`src/rtl/mr1_mem_arbiter_pkg.sv`:
```
// Shared constants, command struct and store-lane helpers for the MR1 memory arbiter.
package mr1_mem_pkg;
  localparam logic SRC_INSTR = 1'b0;
  localparam logic SRC_DATA  = 1'b1;

  localparam logic [1:0] SIZE_B = 2'd0;
  localparam logic [1:0] SIZE_H = 2'd1;
  localparam logic [1:0] SIZE_W = 2'd2;

  typedef struct packed {
    logic        wr;
    logic [31:0] addr;
    logic [31:0] wdata;
    logic [3:0]  be;
  } mem_cmd_t;

  function automatic logic [3:0] size_addr_to_be(input logic [1:0] size, input logic [1:0] addr_lo);
    logic [3:0] be;
    case (size)
      SIZE_B:  be = 4'b0001 << addr_lo;
      SIZE_H:  be = addr_lo[1] ? 4'b1100 : 4'b0011;
      default: be = 4'b1111;
    endcase
    return be;
  endfunction

  function automatic logic [31:0] replicate_wdata(input logic [1:0] size, input logic [31:0] data);
    logic [31:0] w;
    case (size)
      SIZE_B:  w = {4{data[7:0]}};
      SIZE_H:  w = {2{data[15:0]}};
      default: w = data;
    endcase
    return w;
  endfunction
endpackage

```
`src/rtl/mr1_mem_arbiter_if.sv`:
```
// Fetch, data-bus and memory-port signals of the arbiter; slave = arbiter, master = core/memory side.
interface mr1_mem_arbiter_if;
  logic        instr_req_valid;
  logic        instr_req_ready;
  logic [31:0] instr_req_addr;
  logic        instr_rsp_valid;
  logic [31:0] instr_rsp_data;
  logic        dbus_cmd_valid;
  logic        dbus_cmd_ready;
  logic        dbus_cmd_wr;
  logic [31:0] dbus_cmd_addr;
  logic [31:0] dbus_cmd_data;
  logic [1:0]  dbus_cmd_size;
  logic        dbus_rsp_valid;
  logic [31:0] dbus_rsp_data;
  logic        mem_cmd_valid;
  logic        mem_cmd_ready;
  logic        mem_cmd_wr;
  logic [31:0] mem_cmd_addr;
  logic [31:0] mem_cmd_wdata;
  logic [3:0]  mem_cmd_be;
  logic        mem_rsp_valid;
  logic [31:0] mem_rsp_data;
  logic        err_unexpected_rsp;

  modport slave (
    input  instr_req_valid, instr_req_addr,
    input  dbus_cmd_valid, dbus_cmd_wr, dbus_cmd_addr, dbus_cmd_data, dbus_cmd_size,
    input  mem_cmd_ready, mem_rsp_valid, mem_rsp_data,
    output instr_req_ready, instr_rsp_valid, instr_rsp_data,
    output dbus_cmd_ready, dbus_rsp_valid, dbus_rsp_data,
    output mem_cmd_valid, mem_cmd_wr, mem_cmd_addr, mem_cmd_wdata, mem_cmd_be,
    output err_unexpected_rsp
  );

  modport master (
    output instr_req_valid, instr_req_addr,
    output dbus_cmd_valid, dbus_cmd_wr, dbus_cmd_addr, dbus_cmd_data, dbus_cmd_size,
    output mem_cmd_ready, mem_rsp_valid, mem_rsp_data,
    input  instr_req_ready, instr_rsp_valid, instr_rsp_data,
    input  dbus_cmd_ready, dbus_rsp_valid, dbus_rsp_data,
    input  mem_cmd_valid, mem_cmd_wr, mem_cmd_addr, mem_cmd_wdata, mem_cmd_be,
    input  err_unexpected_rsp
  );
endinterface

```
`src/rtl/mr1_mem_arbiter_src_fifo.sv`:
```
// 1-bit source-ID FIFO remembering which requester issued each outstanding read.
module mr1_src_fifo #(
  parameter int DEPTH = 4,
  parameter int CW    = $clog2(DEPTH + 1)
) (
  input  logic          clk,
  input  logic          reset,
  input  logic          push,
  input  logic          din,
  input  logic          pop,
  output logic          head,
  output logic [CW-1:0] count,
  output logic          full,
  output logic          empty
);
  localparam int PW = (DEPTH > 1) ? $clog2(DEPTH) : 1;

  logic [DEPTH-1:0] mem;
  logic [PW-1:0]    wr_ptr, rd_ptr;

  // Explicit wrap so non-power-of-two depths work.
  function automatic logic [PW-1:0] nxt(input logic [PW-1:0] p);
    return (p == PW'(DEPTH - 1)) ? '0 : p + 1'b1;
  endfunction

  assign head  = mem[rd_ptr];
  assign full  = (count == CW'(DEPTH));
  assign empty = (count == '0);

  always_ff @(posedge clk) begin
    if (reset) begin
      mem    <= '0;
      wr_ptr <= '0;
      rd_ptr <= '0;
      count  <= '0;
    end else begin
      if (push) begin
        mem[wr_ptr] <= din;
        wr_ptr      <= nxt(wr_ptr);
      end
      if (pop) rd_ptr <= nxt(rd_ptr);
      case ({push, pop})
        2'b10:   count <= count + 1'b1;
        2'b01:   count <= count - 1'b1;
        default: count <= count;
      endcase
    end
  end
endmodule

```
`src/rtl/mr1_mem_arbiter.sv`:
```
// Shares one memory port between MR1 fetch and data bus: data priority with a fetch
// starvation bound, grant lock on stall, read gating and in-order response routing.
module mr1_mem_arbiter
  import mr1_mem_pkg::*;
#(
  parameter int MAX_OUTSTANDING = 4,
  parameter int STARVE_LIMIT    = 3
) (
  input logic              clk,
  input logic              reset,
  mr1_mem_arbiter_if.slave bus
);
  localparam int         CW    = $clog2(MAX_OUTSTANDING + 1);
  localparam logic [3:0] LIMIT = 4'(STARVE_LIMIT);

  logic          lock_q, lock_src_q, sel, req_valid, gated, cmd_hs;
  logic          push, pop, head, full, empty, err_q;
  logic [3:0]    starve_q;
  logic [CW-1:0] count;
  mem_cmd_t      cmd;

  always_comb begin
    sel = SRC_INSTR;
    if (lock_q)
      sel = lock_src_q;
    else if (bus.dbus_cmd_valid && !(bus.instr_req_valid && starve_q == LIMIT))
      sel = SRC_DATA;
  end

  always_comb begin
    cmd       = '0;
    req_valid = 1'b0;
    if (sel == SRC_DATA) begin
      req_valid = bus.dbus_cmd_valid;
      cmd.wr    = bus.dbus_cmd_wr;
      cmd.addr  = bus.dbus_cmd_addr & ~32'h3;
      cmd.be    = bus.dbus_cmd_wr ? size_addr_to_be(bus.dbus_cmd_size, bus.dbus_cmd_addr[1:0]) : 4'hf;
      cmd.wdata = replicate_wdata(bus.dbus_cmd_size, bus.dbus_cmd_data);
    end else begin
      req_valid = bus.instr_req_valid;
      cmd.addr  = bus.instr_req_addr & ~32'h3;
      cmd.be    = 4'hf;
    end
  end

  // Reads wait for a free slot; a response popping this cycle does not free one yet.
  assign gated  = !cmd.wr && full;
  assign cmd_hs = bus.mem_cmd_valid && bus.mem_cmd_ready;
  assign push   = cmd_hs && !cmd.wr;
  assign pop    = bus.mem_rsp_valid && !empty;

  assign bus.mem_cmd_valid   = req_valid && !gated;
  assign bus.mem_cmd_wr      = cmd.wr;
  assign bus.mem_cmd_addr    = cmd.addr;
  assign bus.mem_cmd_wdata   = cmd.wdata;
  assign bus.mem_cmd_be      = cmd.be;
  assign bus.instr_req_ready = cmd_hs && (sel == SRC_INSTR);
  assign bus.dbus_cmd_ready  = cmd_hs && (sel == SRC_DATA);

  assign bus.instr_rsp_valid    = pop && (head == SRC_INSTR);
  assign bus.dbus_rsp_valid     = pop && (head == SRC_DATA);
  assign bus.instr_rsp_data     = bus.mem_rsp_data;
  assign bus.dbus_rsp_data      = bus.mem_rsp_data;
  assign bus.err_unexpected_rsp = err_q;

  mr1_src_fifo #(.DEPTH(MAX_OUTSTANDING), .CW(CW)) u_fifo (
    .clk   (clk),
    .reset (reset),
    .push  (push),
    .din   (sel),
    .pop   (pop),
    .head  (head),
    .count (count),
    .full  (full),
    .empty (empty)
  );

  always_ff @(posedge clk) begin
    if (reset) begin
      lock_q     <= 1'b0;
      lock_src_q <= SRC_INSTR;
      starve_q   <= '0;
      err_q      <= 1'b0;
    end else begin
      // A stalled command keeps its grant until memory accepts it.
      lock_q     <= bus.mem_cmd_valid && !bus.mem_cmd_ready;
      lock_src_q <= sel;
      if (!bus.instr_req_valid || bus.instr_req_ready)
        starve_q <= '0;
      else if (bus.dbus_cmd_ready && starve_q != LIMIT)
        starve_q <= starve_q + 1'b1;
      if (bus.mem_rsp_valid && empty)
        err_q <= 1'b1;
    end
  end

  assert property (@(posedge clk) disable iff (reset) count <= CW'(MAX_OUTSTANDING));
endmodule

```
`src/flat_wrapper.sv`:
```
// flat-port wrapper written by rule: the top's interface ports become plain ports
module mr1_mem_arbiter_flat import mr1_mem_pkg::*;
#(
  parameter int MAX_OUTSTANDING = 4,
  parameter int STARVE_LIMIT    = 3
)
  (clk, reset, bus_instr_req_valid, bus_instr_req_addr, bus_dbus_cmd_valid, bus_dbus_cmd_wr, bus_dbus_cmd_addr, bus_dbus_cmd_data, bus_dbus_cmd_size, bus_mem_cmd_ready, bus_mem_rsp_valid, bus_mem_rsp_data, bus_instr_req_ready, bus_instr_rsp_valid, bus_instr_rsp_data, bus_dbus_cmd_ready, bus_dbus_rsp_valid, bus_dbus_rsp_data, bus_mem_cmd_valid, bus_mem_cmd_wr, bus_mem_cmd_addr, bus_mem_cmd_wdata, bus_mem_cmd_be, bus_err_unexpected_rsp);
  mr1_mem_arbiter_if bus_i ();
  input logic clk;
  input logic reset;
  input wire logic [$bits(bus_i.instr_req_valid)-1:0] bus_instr_req_valid;
  input wire logic [$bits(bus_i.instr_req_addr)-1:0] bus_instr_req_addr;
  input wire logic [$bits(bus_i.dbus_cmd_valid)-1:0] bus_dbus_cmd_valid;
  input wire logic [$bits(bus_i.dbus_cmd_wr)-1:0] bus_dbus_cmd_wr;
  input wire logic [$bits(bus_i.dbus_cmd_addr)-1:0] bus_dbus_cmd_addr;
  input wire logic [$bits(bus_i.dbus_cmd_data)-1:0] bus_dbus_cmd_data;
  input wire logic [$bits(bus_i.dbus_cmd_size)-1:0] bus_dbus_cmd_size;
  input wire logic [$bits(bus_i.mem_cmd_ready)-1:0] bus_mem_cmd_ready;
  input wire logic [$bits(bus_i.mem_rsp_valid)-1:0] bus_mem_rsp_valid;
  input wire logic [$bits(bus_i.mem_rsp_data)-1:0] bus_mem_rsp_data;
  output wire logic [$bits(bus_i.instr_req_ready)-1:0] bus_instr_req_ready;
  output wire logic [$bits(bus_i.instr_rsp_valid)-1:0] bus_instr_rsp_valid;
  output wire logic [$bits(bus_i.instr_rsp_data)-1:0] bus_instr_rsp_data;
  output wire logic [$bits(bus_i.dbus_cmd_ready)-1:0] bus_dbus_cmd_ready;
  output wire logic [$bits(bus_i.dbus_rsp_valid)-1:0] bus_dbus_rsp_valid;
  output wire logic [$bits(bus_i.dbus_rsp_data)-1:0] bus_dbus_rsp_data;
  output wire logic [$bits(bus_i.mem_cmd_valid)-1:0] bus_mem_cmd_valid;
  output wire logic [$bits(bus_i.mem_cmd_wr)-1:0] bus_mem_cmd_wr;
  output wire logic [$bits(bus_i.mem_cmd_addr)-1:0] bus_mem_cmd_addr;
  output wire logic [$bits(bus_i.mem_cmd_wdata)-1:0] bus_mem_cmd_wdata;
  output wire logic [$bits(bus_i.mem_cmd_be)-1:0] bus_mem_cmd_be;
  output wire logic [$bits(bus_i.err_unexpected_rsp)-1:0] bus_err_unexpected_rsp;
  assign bus_i.instr_req_valid = bus_instr_req_valid;
  assign bus_i.instr_req_addr = bus_instr_req_addr;
  assign bus_i.dbus_cmd_valid = bus_dbus_cmd_valid;
  assign bus_i.dbus_cmd_wr = bus_dbus_cmd_wr;
  assign bus_i.dbus_cmd_addr = bus_dbus_cmd_addr;
  assign bus_i.dbus_cmd_data = bus_dbus_cmd_data;
  assign bus_i.dbus_cmd_size = bus_dbus_cmd_size;
  assign bus_i.mem_cmd_ready = bus_mem_cmd_ready;
  assign bus_i.mem_rsp_valid = bus_mem_rsp_valid;
  assign bus_i.mem_rsp_data = bus_mem_rsp_data;
  assign bus_instr_req_ready = bus_i.instr_req_ready;
  assign bus_instr_rsp_valid = bus_i.instr_rsp_valid;
  assign bus_instr_rsp_data = bus_i.instr_rsp_data;
  assign bus_dbus_cmd_ready = bus_i.dbus_cmd_ready;
  assign bus_dbus_rsp_valid = bus_i.dbus_rsp_valid;
  assign bus_dbus_rsp_data = bus_i.dbus_rsp_data;
  assign bus_mem_cmd_valid = bus_i.mem_cmd_valid;
  assign bus_mem_cmd_wr = bus_i.mem_cmd_wr;
  assign bus_mem_cmd_addr = bus_i.mem_cmd_addr;
  assign bus_mem_cmd_wdata = bus_i.mem_cmd_wdata;
  assign bus_mem_cmd_be = bus_i.mem_cmd_be;
  assign bus_err_unexpected_rsp = bus_i.err_unexpected_rsp;
  mr1_mem_arbiter #(.MAX_OUTSTANDING(MAX_OUTSTANDING), .STARVE_LIMIT(STARVE_LIMIT)) u_core (.clk(clk), .reset(reset), .bus(bus_i));
endmodule
```
`config.mk`:
```
export PLATFORM = sky130hd
export DESIGN_NAME = mr1_mem_arbiter_flat
export DESIGN_NICKNAME = d
export VERILOG_FILES = /design/src/rtl/mr1_mem_arbiter_pkg.sv /design/src/rtl/mr1_mem_arbiter_if.sv /design/src/rtl/mr1_mem_arbiter_src_fifo.sv /design/src/rtl/mr1_mem_arbiter.sv /design/src/flat_wrapper.sv
export SDC_FILE = /design/constraint.sdc
export NUM_CORES = 1
export LEC_CHECK = 0
export CAP_MARGIN = 40
export CORE_AREA = 2 2 108 110
export CTS_CLUSTER_DIAMETER = 60
export DETAILED_ROUTE_END_ITERATION = 10
export DIE_AREA = 0 0 110 112
export PLACE_DENSITY_LB_ADDON = 0.3
export SYNTH_ARGS = -nofsm -noshare
export SYNTH_HDL_FRONTEND = slang
export SYNTH_SLANG_ARGS = --single-unit
```
`constraint.sdc`:
```
create_clock -name clk -period 7.1 [get_ports clk]
set_input_delay 1.42 -clock clk [delete_from_list [all_inputs] [get_ports clk]]
set_output_delay 1.42 -clock clk [all_outputs]
set_load 0.1 [all_outputs]
```
==> out/results.ini <==
[die]
num_io_pins=276
placementRows=39
core_sq_mm=0.0112
initial_utilization_pct=21.7
die_height_microns=112
die_w_microns=110
die_area_sq_mm=0.0123

[cells_and_area]
seq_area_sq_um=360
multi_input_area_sq_mm=0.00147
antennaDiodeCount=0
syn_to_final_growth_pct=73.6
layoutNonFillerInstCount=638
drive_gt1_share_pct=18.8
n_fill_cell=1141
final_cell_area_sq_mm=0.00421
nNetsFinal=641

[placed_design]
gp_congestion=0.743
port_buffers=175
pre_cts_slack_ns=1.88
post-dp-hpwl_microns=6770
placed_cell_area_sq_mm=0.00412
placed_cells=634

[worst_setup_path]
reg2reg_depth=12
criticalPathCategory=input port to output port
worstPathRequired_ns=5.68
critPathCaptureType=output port
r2r-start=u_core.starve_q[0]
crit_arrival_ns=3.75
critPathLaunchType=input port
reg2reg_to=u_core.u_fifo.count[2]
crit_fanout=21
r2r_slack_ns=4.08
endpoint=bus_mem_cmd_wdata[31]
critPathLaunch=bus_instr_req_valid

[sta]
fin_ws_ns=1.93
post-route-period-util_pct=72.9
hold_slack_ns=0.463
clock.fmax_mhz=193
final_hold_viol_count=0
rsz0062_at_grt=false
skew_ns=0.00253
tns_ns=0
finalSetupViolations=0
maxSlewViolCount=0
slew_headroom_pct=46.1
tightest_slew_ns=0.806
fin_crit_ns=5.17

[routing]
ant_nets=0
vias_per_cell=4.27
vias=2725
first_iter_violations=93
dr.pass1.iters=4
wire_per_inst_microns=12.9
totalWireLength_microns=8230
drcViolationCount=0

[clocking]
cts_buffers=3
htreeDepth=1
cts_tree=yes
clkLatencyLatePin_ns=0.25
root_buffer=clkbuf_16
clock-sinks=18
cts.repair.resized=0
cts_max_path_buffers=2
clk_pin_slew_ns=0.05
cts_hold_buf=0
post-cts-setup-buffer-count=0

[global_routing]
grt_pass1_wl_microns=12900
grt_pass1_vias=2751
grt_usage_pct=12.7
grt_max_degree=40
antenna_found_initial=0
grt_overflow_total=0

[synth]
ys_seq_area_share_pct=14.8
ys_async_sr_fraction_pct=0
synth-edff-count=0
synth-seq-cells=18
synthesis.area_sq_mm=0.00243
ys_types=45
ys_warn_count=0
synth_ff_type=dfxtp_1
syn_inst=369
avgSynthCellArea_sq_um=6.58

[pwr]
clkPwrFrac_pct=13.3
ir_worst_vdd_mv=0.241
p_per_area_mw_per_mm2=221
switching_power_uw=513
p_comb_share_pct=72.8
internal_power_uw=417
switching_share_pct=55.2
leakage_uw=0.00188
seqPwrFrac_pct=13.9

[status]
status=completed

[job]
drv_cap=0

[hold_path]
hp-class=flop to flop

==> flip-flops by register name, summed over array words and instances (netlist names) <==
signal,count
u_core.u_fifo.rd_ptr,2
u_core.u_fifo.count,3
u_core.lock_q,1
u_core.u_fifo.mem,4
u_core.bus.err_unexpected_rsp,1
u_core.u_fifo.wr_ptr,2
u_core.lock_src_q,1
u_core.starve_q,4
==> routing by layer <==
metal | global-route usage [%] | up-vias | share of wire, %
li1 | - | 1391 | -
met1 | 15.6 | 1194 | 42
met2 | 21.1 | 130 | 47
met3 | 4.63 | 10 | 10
met4 | 2.19 | 0 | 0.84
met5 | 0 | - | 0
==> cells in the final DEF (no fill, tap or decap), types with 3 or more instances in the layout <==
cell               n
mux2i_1           18
o21ai_0           13
clkbuf_16          3
a21oi_1           22
nand2_1          101
dfxtp_1           18
clkdlybuf4s50_1  127
a311oi_1           3
a31oi_1            4
buf_8             24
and2_1             8
nor2_1            39
nor3_1             5
inv_1              9
ha_1               7
buf_4             52
==> power by group through the flow <==
stage	Combinational, uW	Clock (uW)	Sequential [uW]
detailed placement	679	0	132
global placement	622	0	131
finish	677	123	130
CTS	681	125	130
global route	711	130	131
floorplan	624	0	142
==> worst min path at each step <==
stage | from | endpoint | slack (ns) | cells after the start
after global placement | u_core.bus.err_unexpected_rsp | u_core.bus.err_unexpected_rsp | 0.45 | 2
after floorplan | u_core.u_fifo.count[2] | u_core.u_fifo.count[2] | 0.47 | 2
after global routing | u_core.bus.err_unexpected_rsp | u_core.bus.err_unexpected_rsp | 0.50 | 2
after detailed placement | u_core.bus.err_unexpected_rsp | u_core.bus.err_unexpected_rsp | 0.45 | 2
final | u_core.bus.err_unexpected_rsp | u_core.bus.err_unexpected_rsp | 0.46 | 2
after CTS | u_core.bus.err_unexpected_rsp | u_core.bus.err_unexpected_rsp | 0.47 | 2
==> cells by family (layout without fill, tap and decap cells) <==
group	count (synthesis)	in the layout	synth area share (%)
xor+xnor	4	4	1.44
compound gates	55	55	15.5
flops	18	18	14.8
simple gates	171	171	30.4
buf+inv	93	218	24.9
other cells	1	2	0.154
mux	19	19	8.35
fa+ha+maj	8	8	4.43
==> cell type report <==
cell class                 instances  share of cell area [%]
multi-input combinational        259                    35.0
sequential                        18                    8.55
clock buffer                       4                    2.11
timing repair buffer             205                    49.3
tap                              143                    4.25
inverter                           9                   0.802
==> per-stage QoR <==
stage	power, uW	util, %
6_report	930	37.7
5_1_grt	972	37.7
4_1_cts	936	37.7
3_5_place_dp	811	36.9
3_3_place_gp	753	33.2
2_1_floorplan	766	-
==> worst max-delay path, stage by stage <==
cell	delay [ns]
clkdlybuf4s50_1	0.58
nand4bb_2	0.24
a21boi_4	0.39
buf_4	0.32
nor2_1	0.08
clkdlybuf4s50_1	0.50
buf_16	0.20
==> synth_stat cells, types with 2 or more instances <==
cell type	n	area, sq um
nor2b_1	2	12.5
xnor2_1	2	17.5
inv_1	9	33.8
a311oi_1	3	26.3
nand2b_1	2	12.5
nand2_1	101	379
nor3_1	5	25.0
nand3_1	2	10.0
o21ai_1	2	10.0
clkbuf_1	12	45.0
a31oi_1	4	25.0
buf_2	6	30.0
a21oi_1	22	110
mux2i_1	18	180
a211o_1	2	17.5
and2_1	8	50.1
xor2_1	2	17.5
or3_1	2	12.5
buf_4	66	495
ha_1	7	87.6
o21ai_0	13	65.1
dfxtp_1	18	360
nor2_1	39	146
Note: power is estimated with default switching activity, not from simulation.
